### config.mk
export PLATFORM = sky130hd
export DESIGN_NAME = seq_divider_8by4
export DESIGN_NICKNAME = d
export VERILOG_FILES = /design/src/rtl/seq_divider_8by4.sv
export SDC_FILE = /design/constraint.sdc
export NUM_CORES = 1
export LEC_CHECK = 0
export CORE_ASPECT_RATIO = 2
export CORE_MARGIN = 2
export CORE_UTILIZATION = 35
export CTS_CLUSTER_SIZE = 8
export DETAILED_ROUTE_END_ITERATION = 16
export SLEW_MARGIN = 15
export SYNTH_ARGS = -nofsm -noshare
export SYNTH_HDL_FRONTEND = slang
export SYNTH_SLANG_ARGS = --single-unit
### constraint.sdc
create_clock -name Clk -period 2 [get_ports Clk]
set_clock_uncertainty 0.1 [all_clocks]
set_input_delay 0.4 -clock Clk [delete_from_list [all_inputs] [get_ports Clk]]
set_output_delay 0.4 -clock Clk [all_outputs]
set_load 0.005 [all_outputs]
### src/rtl/seq_divider_8by4.sv
// Sequential restoring unsigned divider, one quotient bit per clock, Start/Busy/Done handshake.
// Define DIV_SELFCHECK_EN to build the Quotient*Divisor+Remainder result checker driving CheckErr.
module seq_divider_8by4 #(
  parameter int unsigned DIVIDEND_W = 8,
  parameter int unsigned DIVISOR_W  = 4
) (
  input  logic                  Clk,
  input  logic                  Reset_n,
  input  logic                  Start,
  input  logic [DIVIDEND_W-1:0] Dividend,
  input  logic [DIVISOR_W-1:0]  Divisor,
  output logic                  Busy,
  output logic                  Done,
  output logic [DIVIDEND_W-1:0] Quotient,
  output logic [DIVISOR_W-1:0]  Remainder,
  output logic                  DivByZero,
  output logic                  CheckErr
);

  localparam int unsigned CNT_W = (DIVIDEND_W > 1) ? $clog2(DIVIDEND_W) : 1;

  typedef enum logic [1:0] {IDLE, RUN, DONE} state_t;

  state_t                state;
  logic [CNT_W-1:0]      cnt;
  logic [DIVIDEND_W-1:0] dvd;
  logic [DIVISOR_W-1:0]  dvs;
  logic [DIVISOR_W-1:0]  rem;
  logic [DIVISOR_W:0]    p_shift;
  logic                  ge;
  logic [DIVISOR_W-1:0]  rem_next;
  logic [DIVIDEND_W-1:0] quo_next;
  logic                  accept;
  logic                  last;

  // One restoring step: dvd shifts its MSB into the partial remainder and collects quotient bits at the LSB.
  assign p_shift  = {rem, dvd[DIVIDEND_W-1]};
  assign ge       = (p_shift >= {1'b0, dvs});
  assign rem_next = ge ? DIVISOR_W'(p_shift - {1'b0, dvs}) : p_shift[DIVISOR_W-1:0];
  assign quo_next = {dvd[DIVIDEND_W-2:0], ge};
  assign accept   = Start && ((state == IDLE) || (state == DONE));
  assign last     = (state == RUN) && (cnt == CNT_W'(DIVIDEND_W - 1));

  always_ff @(posedge Clk) begin
    if (!Reset_n) begin
      state     <= IDLE;
      cnt       <= '0;
      dvd       <= '0;
      dvs       <= '0;
      rem       <= '0;
      Busy      <= 1'b0;
      Done      <= 1'b0;
      Quotient  <= '0;
      Remainder <= '0;
      DivByZero <= 1'b0;
    end else begin
      Done <= 1'b0;
      case (state)
        IDLE, DONE: begin
          if (Start) begin
            if (Divisor == '0) begin
              state     <= DONE;
              Done      <= 1'b1;
              Quotient  <= '1;
              Remainder <= '0;
              DivByZero <= 1'b1;
            end else begin
              state     <= RUN;
              Busy      <= 1'b1;
              dvd       <= Dividend;
              dvs       <= Divisor;
              rem       <= '0;
              cnt       <= '0;
              DivByZero <= 1'b0;
            end
          end else if (state == DONE) begin
            state <= IDLE;
          end
        end
        RUN: begin
          dvd <= quo_next;
          rem <= rem_next;
          cnt <= cnt + CNT_W'(1);
          if (last) begin
            state     <= DONE;
            Busy      <= 1'b0;
            Done      <= 1'b1;
            Quotient  <= quo_next;
            Remainder <= rem_next;
          end
        end
        default: state <= IDLE;
      endcase
    end
  end

`ifdef DIV_SELFCHECK_EN
  localparam int unsigned PROD_W = DIVIDEND_W + DIVISOR_W;

  logic [DIVIDEND_W-1:0] dvd_orig;
  logic                  chk_bad;

  // Rebuild the dividend from the final result; flag lands in the DONE cycle alongside the results.
  assign chk_bad = ((PROD_W'(quo_next) * PROD_W'(dvs)) + PROD_W'(rem_next)) != PROD_W'(dvd_orig);

  always_ff @(posedge Clk) begin
    if (!Reset_n) begin
      dvd_orig <= '0;
      CheckErr <= 1'b0;
    end else begin
      if (accept) dvd_orig <= Dividend;
      CheckErr <= last && chk_bad;
    end
  end
`else
  assign CheckErr = 1'b0;
`endif

endmodule

Word-level counts from Yosys, hierarchy flattened
Index checks and enable logic that the tools add are counted.
{"block": "word_totals", "reg_bits": 36, "in_bits": 15, "out_inout_bits": 16, "wordCells": 64}
{"block": "op_classes", "add_sub_neg": 2, "n_lt_le_gt_ge": 1, "n_eq_ne": 8, "mux": 31, "bitwise": 1, "reduce_logical": 11}
{"operator": "$mux 8", "count": 5}
{"operator": "$pmux 8 s2", "count": 2}
{"operator": "$mux 4", "count": 6}
{"operator": "$pmux 4 s2", "count": 2}
{"operator": "$mux 2", "count": 4}
{"operator": "$ne 2x2->1 const B", "count": 4}
{"operator": "$reduce_and 4->1", "count": 2}
{"operator": "$mux 1", "count": 6}
{"operator": "$mux 3", "count": 2}
{"operator": "$pmux 3 s2", "count": 1}
{"operator": "$reduce_and 3->1", "count": 2}
{"operator": "$ge 5x4->1", "count": 1}
{"operator": "$logic_not 4->1", "count": 1}
{"operator": "$pmux 1 s2", "count": 2}
{"operator": "$pmux 2 s2", "count": 1}
{"operator": "$reduce_and 2->1", "count": 2}
{"operator": "$sub 4x4->4", "count": 1}
{"operator": "$add 3x1->3 const B", "count": 1}
{"operator": "$eq 3x3->1 const B", "count": 1}
{"operator": "$ne 3x3->1 const B", "count": 1}
{"operator": "$eq 2x1->1 const B", "count": 1}
{"operator": "$eq 2x2->1 const B", "count": 1}
{"operator": "$logic_not 2->1", "count": 1}
{"operator": "$reduce_bool 2->1", "count": 1}
{"operator": "other kinds (3)", "count": 3}

Logic depth before layout (Yosys ltp)
Gate-level depths: netlist of run 1.
{"block": "logic_depth", "depth_word": 4, "ltp_mapped": 7, "mapped_depth_nobuf": 7}

Least setup slack after synthesis of run 1
OpenSTA, ideal clock, no wires.
{"block": "synth_path", "kind": "reg2reg", "start": "register dvs[2]", "end": "register rem[1]", "setup_ns": 0.075, "arrival_time_ns": 1.549, "t_required_ns": 1.825, "path_slack_ns": 0.276, "stages_incl_launch_ff": 7, "synth_period_minus_slack_ns": 1.724, "cell_sequence": "dfxtp_1 inv_1 ha_1 nor4_1 a22o_1 mux2_1 o22ai_1"}
{"block": "synth_between", "elab_chain_cells": 3}
{"element": "start: declaration", "line": "27", "rtl": "logic [DIVISOR_W-1:0] dvs;"}
{"element": "start signal: assignment", "line": "71", "rtl": "dvs <= Divisor;"}
{"element": "$ge 5x4->1", "line": "38", "rtl": "assign ge = (p_shift >= {1'b0, dvs});"}
{"element": "$mux 4", "line": "39", "rtl": "assign rem_next = ge ? DIVISOR_W'(p_shift - {1'b0, dvs}) : p_shift[DIVISOR_W-1:0];"}
{"element": "$pmux 4 s2", "line": "58", "rtl": "case (state)"}
{"element": "end signal: assignment", "line": "82", "rtl": "rem <= rem_next;"}
{"element": "end: declaration", "line": "28", "rtl": "logic [DIVISOR_W-1:0] rem;"}
No other way between the ends.
A chain may end at the register's enable or synchronous reset.

Worst setup path after layout of run 1
Same ends and word-level chain as after synthesis.

==> results of run 1 <==
## state kept, by name (all words and copies together), names as in the netlist
register,count
Busy,1
DivByZero,1
Done,1
Quotient,8
Remainder,4
cnt,3
dvd,8
dvs,4
rem,4
state,2
## metrics by stage
step / instance area, um^2 / setup TNS [ps] / hold WS, ps / instances
floorplan: 1655 / 0 / 335.1 / 189
global route: 2128 / 0 / 373.4 / 280
detailed placement: 2046 / -717.4 / 347.9 / 273
CTS: 2127 / 0 / 356.8 / 280
finish: 2128 / 0 / 352.0 / 280
global placement: 2046 / -744.1 / 345.3 / 273
## final timing paths
kind                                           from                   to  slack, ps  cells past startpoint
worst max-delay path            dvs[2]$_SDFFE_PN0N_  rem[1]$_SDFFE_PN0P_        170                      6
worst min-delay path            dvs[2]$_SDFFE_PN0N_  dvs[2]$_SDFFE_PN0N_        350                      2
worst max register to register  dvs[2]$_SDFFE_PN0N_  rem[1]$_SDFFE_PN0P_        170                      6
worst min register to register  dvs[2]$_SDFFE_PN0N_  dvs[2]$_SDFFE_PN0N_        350                      2
## where the power goes
part / switching, W / leakage, nW / internal [W]
sequential: 0.0000245 / 0.294 / 0.000753
combinational: 0.000142 / 0.507 / 0.000135
clock: 0.000250 / 0.0400 / 0.000236
## cells by family after synthesis
family,synth area share [%]
mux,1.890
xor+xnor,0.5292
other cells,0.2265
fa+ha+maj,5.744
flops,43.54
compound gates,19.73
buf+inv,6.802
simple gates,21.54
## synth_stat cells, drive strengths merged
| master | instances | area (um^2) |
|---|---|---|
| mux2i | 2 | 20.02 |
| or4 | 1 | 7.510 |
| dfxtp | 36 | 720.7 |
| nor4 | 2 | 27.53 |
| buf | 7 | 56.30 |
| o211a | 1 | 10.01 |
| xnor2 | 1 | 8.760 |
| a31oi | 7 | 43.79 |
| nand4 | 2 | 12.51 |
| o21a | 1 | 7.510 |
| nand3 | 9 | 45.04 |
| clkbuf | 6 | 22.52 |
| nand2 | 33 | 123.9 |
| and2 | 2 | 15.02 |
| fa | 1 | 20.02 |
| and3 | 1 | 6.260 |
| conb | 1 | 3.750 |
| a22o | 1 | 8.760 |
| o21ai | 15 | 75.07 |
| o311a | 7 | 70.07 |
| nand2b | 11 | 68.82 |
| o22ai | 4 | 25.02 |
| nor2 | 5 | 18.77 |
| a21boi | 7 | 52.55 |
| a22oi | 1 | 7.510 |
| ha | 6 | 75.07 |
| a32oi | 1 | 8.760 |
| mux2 | 1 | 11.26 |
| o211ai | 1 | 7.510 |
| inv | 9 | 33.78 |
| a21oi | 2 | 10.01 |
| nor2b | 5 | 31.28 |
## per-layer routing
| layer | up-vias | part of all wire [%] |
|---|---|---|
| met1 | 641 | 39 |
| met2 | 17 | 57 |
| met5 | - | 0 |
| li1 | 732 | - |
| met4 | 0 | 1.8 |
| met3 | 5 | 1.7 |
## worst max-delay path, cell delays in order, from the launching register on
cell and delay (ps):
dfxtp_1 320, inv_1 50, ha_1 230, nor4_1 280
a22o_2 280, mux2_1 370, o22ai_1 140
## final cells by class
type | instances | area (um^2)
Sequential cell | 36 | 720.7
Timing Repair Buffer | 42 | 400.4
Inverter | 9 | 33.78
Tap cell | 55 | 68.82
Fill cell | 472 | 2470
Clock buffer | 5 | 68.82
Multi-Input combinational cell | 131 | 823.3
Clock inverter | 2 | 12.51
==> results.py, run 1 <==
metrics = {
    "global_route": {
        "grt_usage_pct": 15.04,
        "grtUsageMet2_pct": 27.50,
        "met1_usage_pct": 15.87,
        "grt_use_met3_pct": 2.655,
        "grt_pass1_wl_um": 5968,
        "grt_pass1_vias": 1321,
        "grt_start_max_net_pins": 30,
        "antenna_found_initial": 0,
        "gr-total-overflow": 0,
        "top_usage_layer": "met2",
    },
    "timing": {
        "setup_slack_ps": 165.8,
        "setup_viol": 0,
        "rsz0062_at_grt": "false",
        "max_freq_mhz": 545.2,
        "hold_viol": 0,
        "finalCritPeriodShare_pct": 91.71,
        "worst_slew_pin_slew_ps": 551.6,
        "slew_violations": 0,
        "min_period_ps": 1834,
        "slew_headroom_pct": 63.09,
    },
    "synthesis": {
        "yosys_register_bits": 36,
        "ys_warn_count": 0,
        "synthesis.instances": 189,
        "yosysSeqAreaShare_pct": 43.54,
        "synth_cell_type_count": 38,
        "synthesis.area_um2": 1655,
        "postSynthAreaPerCell_um2": 8.758,
        "synth_nets": 211,
    },
    "clocking": {
        "clkSlewWorstSetupHoldPaths_ps": 70,
        "cts_buffers": 5,
        "ctsHoldBuffers": 0,
        "clock_sinks": 36,
        "cts.path.max_buffers": 2,
        "ctsHtreeMaxLevel": 2,
        "root_buffer": "clkbuf_8",
        "cts_resized": 0,
        "insertion_delay_ps": 290,
        "tritoncts": "built",
        "postCtsSetupBuffers": 0,
    },
    "finish": {
        "final_cell_mix": "dfxtp_1 (36), nand2_1 (33), clkdlybuf4s50_1 (29)",
        "final_util_pct": 46.29,
        "num-nets-final": 247,
        "final_common_cell": "dfxtp_1",
        "area_growth_pct": 28.57,
        "layout-drive-gt1-share_pct": 10.67,
        "antenna_cells": 0,
    },
    "floorplanning": {
        "rows": 35,
        "die_y_um": 101.3,
        "die_w_um": 52.63,
        "initial_core_util_pct": 36.00,
        "dieArea_um2": 5329,
        "io-pin-count": 31,
        "core-area_um2": 4598,
    },
    "worst_setup_path": {
        "crit_arrival_ps": 1950,
        "cp-end-kind": "flop",
        "crit_required_ps": 2120,
        "cp_max_fo": 5,
        "start_kind": "flop",
        "crit_type": "flop to flop",
    },
    "drt": {
        "drc": 0,
        "drtIter0Drc": 21,
        "drt-pass1-iter-count": 4,
        "wl_um": 3514,
        "post_drt_wl_per_cell_um": 12.55,
        "vias": 1395,
        "ant_nets": 0,
        "avgViaCountPerCell": 4.982,
    },
    "placed_design": {
        "dpl.hpwl_um": 2688,
        "port_buffers": 29,
        "routabilityCongestion": 0.7372,
        "pre_cts_ws_ps": -74.69,
    },
    "outcome": {
        "outcome": "finished clean",
    },
    "power_and_ir_drop": {
        "total_power_w": 0.001541,
        "ir_drop_mv": 0.4666,
        "leakage_nw": 0.8406,
        "power.density_nw_per_um2": 724.2,
    },
    "hold_path": {
        "hold_class": "flop to flop",
    },
    "flow_run": {
        "cap_violations": 0,
    },
}
(Power assumes the default switching activity.)
==> inputs of run 2 (changes only) <==
- CTS_CLUSTER_SIZE: 8 -> not set
- SKIP_LAST_GASP: not set -> 1
==> results of run 2 <==
Same layout as run 1: the final DEF is identical, and so are final timing and power.
